`src/rtl/abp_packet_rx_if.sv`:
```
// Receive-side ABP bundle: MAC RX byte stream in, ABP hyperdata word out.
// The slave modport is the receiver's view; the master modport is the MAC/consumer side.
interface abp_packet_rx_if #(
    parameter int DATA_WIDTH = 8,
    parameter int VALUE_SIZE = 4
);
    logic                    s_eth_rx_tvalid;
    logic [DATA_WIDTH-1:0]   s_eth_rx_tdata;
    logic                    s_eth_rx_tlast;
    logic                    s_eth_rx_tready;
    logic                    m_abp_valid;
    logic [VALUE_SIZE*8-1:0] m_abp_value;
    logic                    m_abp_bit;
    logic                    m_abp_ready;

    modport slave (
        input  s_eth_rx_tvalid, s_eth_rx_tdata, s_eth_rx_tlast, m_abp_ready,
        output s_eth_rx_tready, m_abp_valid, m_abp_value, m_abp_bit
    );

    modport master (
        output s_eth_rx_tvalid, s_eth_rx_tdata, s_eth_rx_tlast, m_abp_ready,
        input  s_eth_rx_tready, m_abp_valid, m_abp_value, m_abp_bit
    );
endinterface

```
`src/rtl/abp_packet_rx.sv`:
```
// ABP packet receiver: checks fixed frame length, extracts the big-endian value
// and the alternating bit, and holds them as one hyperdata word until accepted.
module abp_packet_rx #(
    parameter int DATA_WIDTH  = 8,
    parameter int VALUE_SIZE  = 4,
    parameter int PACKET_SIZE = 64
) (
    input  logic             aclk,
    input  logic             areset,
    abp_packet_rx_if.slave   bus,
    output logic             busy,
    output logic             err_short,
    output logic             err_long,
    output logic             err_format
);
    localparam int             CW       = $clog2(PACKET_SIZE);
    localparam int             VW       = VALUE_SIZE * 8;
    localparam logic [CW-1:0]  LAST_IDX = CW'(PACKET_SIZE - 1);

    typedef enum logic [1:0] {IDLE, RECV, DROP, HOLD} state_t;

    state_t          r_state;
    logic [CW-1:0]   r_cnt;
    logic [VW-1:0]   r_shadow;
    logic [VW-1:0]   r_value;
    logic            r_bit;
    logic            r_valid;
    logic            r_tready;
    logic            r_err_short;
    logic            r_err_long;
    logic            r_err_format;

    logic            w_accept;
    logic            w_hs;
    logic [7:0]      w_byte;

    assign w_byte   = bus.s_eth_rx_tdata[7:0];
    assign w_accept = bus.s_eth_rx_tvalid & r_tready;
    assign w_hs     = r_valid & bus.m_abp_ready;

    // Value bytes land in a shadow register so the presented word only moves on entry to HOLD.
    always_ff @(posedge aclk or posedge areset) begin
        if (areset) begin
            r_state      <= IDLE;
            r_cnt        <= '0;
            r_shadow     <= '0;
            r_value      <= '0;
            r_bit        <= 1'b0;
            r_valid      <= 1'b0;
            r_tready     <= 1'b0;
            r_err_short  <= 1'b0;
            r_err_long   <= 1'b0;
            r_err_format <= 1'b0;
        end else begin
            r_err_short  <= 1'b0;
            r_err_long   <= 1'b0;
            r_err_format <= 1'b0;
            case (r_state)
                IDLE: begin
                    r_tready <= 1'b1;
                    r_cnt    <= '0;
                    if (w_accept) begin
                        r_shadow[VW-1 -: 8] <= w_byte;
                        if (bus.s_eth_rx_tlast) begin
                            r_err_short <= 1'b1;
                        end else begin
                            r_state <= RECV;
                            r_cnt   <= CW'(1);
                        end
                    end
                end
                RECV: begin
                    if (w_accept) begin
                        if (r_cnt == LAST_IDX) begin
                            if (bus.s_eth_rx_tlast) begin
                                r_state      <= HOLD;
                                r_tready     <= 1'b0;
                                r_valid      <= 1'b1;
                                r_value      <= r_shadow;
                                r_bit        <= w_byte[0];
                                r_err_format <= |w_byte[7:1];
                            end else begin
                                r_err_long <= 1'b1;
                                r_state    <= DROP;
                            end
                        end else if (bus.s_eth_rx_tlast) begin
                            r_err_short <= 1'b1;
                            r_state     <= IDLE;
                            r_cnt       <= '0;
                        end else begin
                            for (int i = 1; i < VALUE_SIZE; i++) begin
                                if (r_cnt == CW'(i))
                                    r_shadow[(VALUE_SIZE-1-i)*8 +: 8] <= w_byte;
                            end
                            r_cnt <= r_cnt + CW'(1);
                        end
                    end
                end
                DROP: begin
                    if (w_accept && bus.s_eth_rx_tlast) begin
                        r_state <= IDLE;
                        r_cnt   <= '0;
                    end
                end
                HOLD: begin
                    if (w_hs) begin
                        r_state  <= IDLE;
                        r_valid  <= 1'b0;
                        r_tready <= 1'b1;
                        r_cnt    <= '0;
                    end
                end
                default: r_state <= IDLE;
            endcase
        end
    end

    assign bus.s_eth_rx_tready = r_tready;
    assign bus.m_abp_valid     = r_valid;
    assign bus.m_abp_value     = r_value;
    assign bus.m_abp_bit       = r_bit;
    assign busy                = (r_state != IDLE);
    assign err_short           = r_err_short;
    assign err_long            = r_err_long;
    assign err_format          = r_err_format;
endmodule

```
`src/flat_wrapper.sv`:
```
// flat-port wrapper written by rule: the top's interface ports become plain ports
module abp_packet_rx_flat 
#(
    parameter int DATA_WIDTH  = 8,
    parameter int VALUE_SIZE  = 4,
    parameter int PACKET_SIZE = 64
)
  (aclk, areset, busy, err_short, err_long, err_format, bus_s_eth_rx_tvalid, bus_s_eth_rx_tdata, bus_s_eth_rx_tlast, bus_m_abp_ready, bus_s_eth_rx_tready, bus_m_abp_valid, bus_m_abp_value, bus_m_abp_bit);
  abp_packet_rx_if #(.DATA_WIDTH(DATA_WIDTH), .VALUE_SIZE(VALUE_SIZE)) bus_i ();
  input  logic aclk;
  input  logic areset;
  output logic busy;
  output logic err_short;
  output logic err_long;
  output logic err_format;
  input wire logic [$bits(bus_i.s_eth_rx_tvalid)-1:0] bus_s_eth_rx_tvalid;
  input wire logic [$bits(bus_i.s_eth_rx_tdata)-1:0] bus_s_eth_rx_tdata;
  input wire logic [$bits(bus_i.s_eth_rx_tlast)-1:0] bus_s_eth_rx_tlast;
  input wire logic [$bits(bus_i.m_abp_ready)-1:0] bus_m_abp_ready;
  output wire logic [$bits(bus_i.s_eth_rx_tready)-1:0] bus_s_eth_rx_tready;
  output wire logic [$bits(bus_i.m_abp_valid)-1:0] bus_m_abp_valid;
  output wire logic [$bits(bus_i.m_abp_value)-1:0] bus_m_abp_value;
  output wire logic [$bits(bus_i.m_abp_bit)-1:0] bus_m_abp_bit;
  assign bus_i.s_eth_rx_tvalid = bus_s_eth_rx_tvalid;
  assign bus_i.s_eth_rx_tdata = bus_s_eth_rx_tdata;
  assign bus_i.s_eth_rx_tlast = bus_s_eth_rx_tlast;
  assign bus_i.m_abp_ready = bus_m_abp_ready;
  assign bus_s_eth_rx_tready = bus_i.s_eth_rx_tready;
  assign bus_m_abp_valid = bus_i.m_abp_valid;
  assign bus_m_abp_value = bus_i.m_abp_value;
  assign bus_m_abp_bit = bus_i.m_abp_bit;
  abp_packet_rx #(.DATA_WIDTH(DATA_WIDTH), .VALUE_SIZE(VALUE_SIZE), .PACKET_SIZE(PACKET_SIZE)) u_core (.aclk(aclk), .areset(areset), .bus(bus_i), .busy(busy), .err_short(err_short), .err_long(err_long), .err_format(err_format));
endmodule
```
`config.mk`:
```
export PLATFORM = sky130hd
export DESIGN_NAME = abp_packet_rx_flat
export DESIGN_NICKNAME = d
export VERILOG_FILES = /design/src/rtl/abp_packet_rx_if.sv /design/src/rtl/abp_packet_rx.sv /design/src/flat_wrapper.sv
export SDC_FILE = /design/constraint.sdc
export NUM_CORES = 1
export LEC_CHECK = 0
export CAP_MARGIN = 15
export CORE_MARGIN = 2
export CORE_UTILIZATION = 39
export DETAILED_ROUTE_END_ITERATION = 7
export GPL_TIMING_DRIVEN = 0
export RECOVER_POWER = 100
export SYNTH_ARGS = -nofsm -noshare
export SYNTH_HDL_FRONTEND = slang
export SYNTH_SLANG_ARGS = --single-unit
```
`constraint.sdc`:
```
create_clock -name aclk -period 2.5 [get_ports aclk]
set_input_delay 0.5 -clock aclk [delete_from_list [all_inputs] [get_ports aclk]]
set_output_delay 0.5 -clock aclk [all_outputs]
set_load 0.02 [all_outputs]
```
==> flow_summary.ini <==
[pwr]
finalPower_uw = 2770
leakage_uw = 0.00209
power_per_cell_area_mw_per_mm2 = 681
vdd_ir_drop_max_mv = 0.308

[clocking]
cts_tree = yes
cts_buffers = 9
clock_sinks = 78
postCtsHoldBufs = 0
max-clock-path-buffers = 2
clockRootBuffer = clkbuf_8
cts_resized = 0
cts_setup_buffers = 0
clock_latency_ns = 0.34
clk_pin_slew_ns = 0.08
h-tree-depth = 3

[grt]
grt_max_degree = 56
grt_pass1_wl_microns = 10300
globalRouteOverflowTotal = 0
grt_usage_pct = 15.1
grt_pass1_vias = 1953
antenna_found_initial = 0

[yosys]
ys_warn_count = 0
synth_top_family_by_area = multiplexers
synth-xor-area-share_pct = 0
synth_compound_area_share_pct = 4.39
synth_cell_type_count = 40
synth-async-reset-ratio_pct = 100
avgSynthCellArea_sq_um = 15.1
ys_seq_area_share_pct = 59.0
synth_fp_nets = 235
synth_edf_count = 0
synth_ff_type = dfrtp_1
synth.mux.area_fraction_pct = 25.9
synth-simple-area-share_pct = 8.13
synth-seq-cells = 78
syn_inst = 219
yosys.area_share.adder_pct = 1.13
syn_area_sq_mm = 0.00331

[route]
postRouteAntennaNets = 0
wirelength_microns = 6210
vias = 1935
first_pass_iters = 4
avgViaCountPerCell = 4.94
first_iter_violations = 98
wl_per_cell_microns = 15.8
post-route-drc-count = 0

[worst_hold_path]
hold_class = reg2reg

[die]
core_sq_mm = 0.00822
fp.dieW_microns = 96.1
initial_utilization_pct = 40.3
fp-row-count = 33
ios = 52
die_h_microns = 96.1
die_area_sq_mm = 0.00924

[layout]
final_area_sq_mm = 0.00407
drive_gt1_share_pct = 15.3
stdcell_count = 392
nets = 298
final_util_pct = 49.5
areaGrowthSynthToFinish_pct = 23.0
n_antenna_cell = 0

[sta]
setup_violations = 0
slew_headroom_pct = 31.2
tightest_slew_ns = 1.03
drv_slew = 0
rsz0062_at_grt = no
fin_skew_ns = 0.0140
report.final.hold_viol_count = 0
fin_tns_setup_ns = 0
period_needed_ns = 2.40
post-route-period-util_pct = 96.1
max_freq_mhz = 416

[setup_path]
cp.arrival_ns = 2.62
start_kind = input pin
crit_fanout = 8
required_ns = 2.72
crit_path_end_kind = register
worstSetupPathType = in2reg

[place]
port_buffers = 51
dp_cells = 376
placed_area_sq_mm = 0.00398
gp_congestion = 0.813
dp_hpwl_microns = 4320

[run]
maxCapViolCount = 0

[outcome]
status = finished clean
[cells in the mapped netlist (all sizes together), types with 3 or more instances]
cell,instances,area (sq um)
nand2,8,52.6
nor2,7,28.8
o21ai,3,15.0
a21o,3,22.5
mux2,68,856
buf,3,22.5
ha,3,37.5
a211oi,3,27.5
dfrtp,78,1950
nand3,11,55.1
nor3b,3,22.5
inv,5,18.8
[layout make-up]
class / instances / area, sq um
Fill cell: 740 / 4150
Sequential cell: 78 / 1950
Multi-Input combinational cell: 131 / 1220
Timing Repair Buffer: 52 / 518
Tap cell: 105 / 131
Clock buffer: 10 / 128
Clock inverter: 6 / 68.8
Buffer: 5 / 30.0
Inverter: 5 / 20.0
[registers in the layout, indices dropped and copies added, names as in the netlist]
register / count
u_core.bus.s_eth_rx_tready: 1
u_core.err_short: 1
u_core.bus.m_abp_value: 32
u_core.bus.m_abp_bit: 1
u_core.r_shadow: 32
u_core.err_long: 1
u_core.r_cnt: 6
u_core.err_format: 1
u_core.bus.m_abp_valid: 1
u_core.r_state: 2
[kinds of logic (layout without fill, tap and decap cells)]
family | Yosys count | in the layout
mux | 68 | 68
fa+ha+maj | 3 | 3
compound gates | 19 | 19
flops | 78 | 78
simple gates | 41 | 41
buf+inv | 10 | 78
[critical path, cell delays in order]
cell,delay [ns]
dlygate4sd3_1,0.63
or3b_1,0.46
nor4_4,0.23
nand2_1,0.37
mux2_1,0.42
[cell usage in the layout, fill, tap and decap left out, types with 2 or more instances in the layout]
cell	n
dfrtp_1	78
mux2_1	51
dlygate4sd3_1	41
nand3_1	11
clkdlybuf4s50_1	10
mux2_2	9
clkbuf_8	9
mux2_4	8
nand2_1	7
nor2_1	7
inv_1	4
clkbuf_1	3
clkbuf_4	3
nor3b_1	3
a21o_1	3
ha_1	3
a211oi_1	2
o31ai_1	2
o21ai_0	2
inv_6	2
[routing by layer]
metal | up-vias | global-route usage, % | part of all wire, %
li1 | 918 | - | -
met1 | 983 | 21.1 | 49
met2 | 30 | 23.0 | 48
met3 | 4 | 2.98 | 2.5
met4 | 0 | 6.43 | 0.92
met5 | - | 0 | 0
[stage by stage]
stage	hold WS, ns	setup slack (ns)
final	0.484	0.0970
after global routing	0.502	0.0191
after CTS	0.471	0.100
after detailed placement	0.475	-0.156
after global placement	0.466	-1.29
after floorplan	0.460	0.00497
[final timing paths]
path	start	endpoint	slack, ns	cells past startpoint
max in group asynchronous	areset	u_core.bus.m_abp_value[4]$_DFFE_PP0P_	0.41	3
worst min register to register	u_core.bus.m_abp_value[8]$_DFFE_PP0P_	u_core.bus.m_abp_value[8]$_DFFE_PP0P_	0.48	1
worst max register to register	u_core.r_cnt[0]$_DFFE_PP0P_	u_core.bus.m_abp_value[22]$_DFFE_PP0P_	0.22	6
min in group asynchronous	areset	u_core.bus.m_abp_value[19]$_DFFE_PP0P_	0.80	2
worst max-delay path	bus_s_eth_rx_tlast	u_core.r_shadow[12]$_DFFE_PP0P_	0.1	5
worst min-delay path	u_core.bus.m_abp_value[8]$_DFFE_PP0P_	u_core.bus.m_abp_value[8]$_DFFE_PP0P_	0.48	1
[where the power goes]
group / switching [uW] / total [uW] / internal [uW]
clock network: 465 / 934 / 469
registers: 95.7 / 1530 / 1430
logic: 130 / 309 / 179
total: 690 / 2770 / 2080
(Power assumes the default switching activity.)
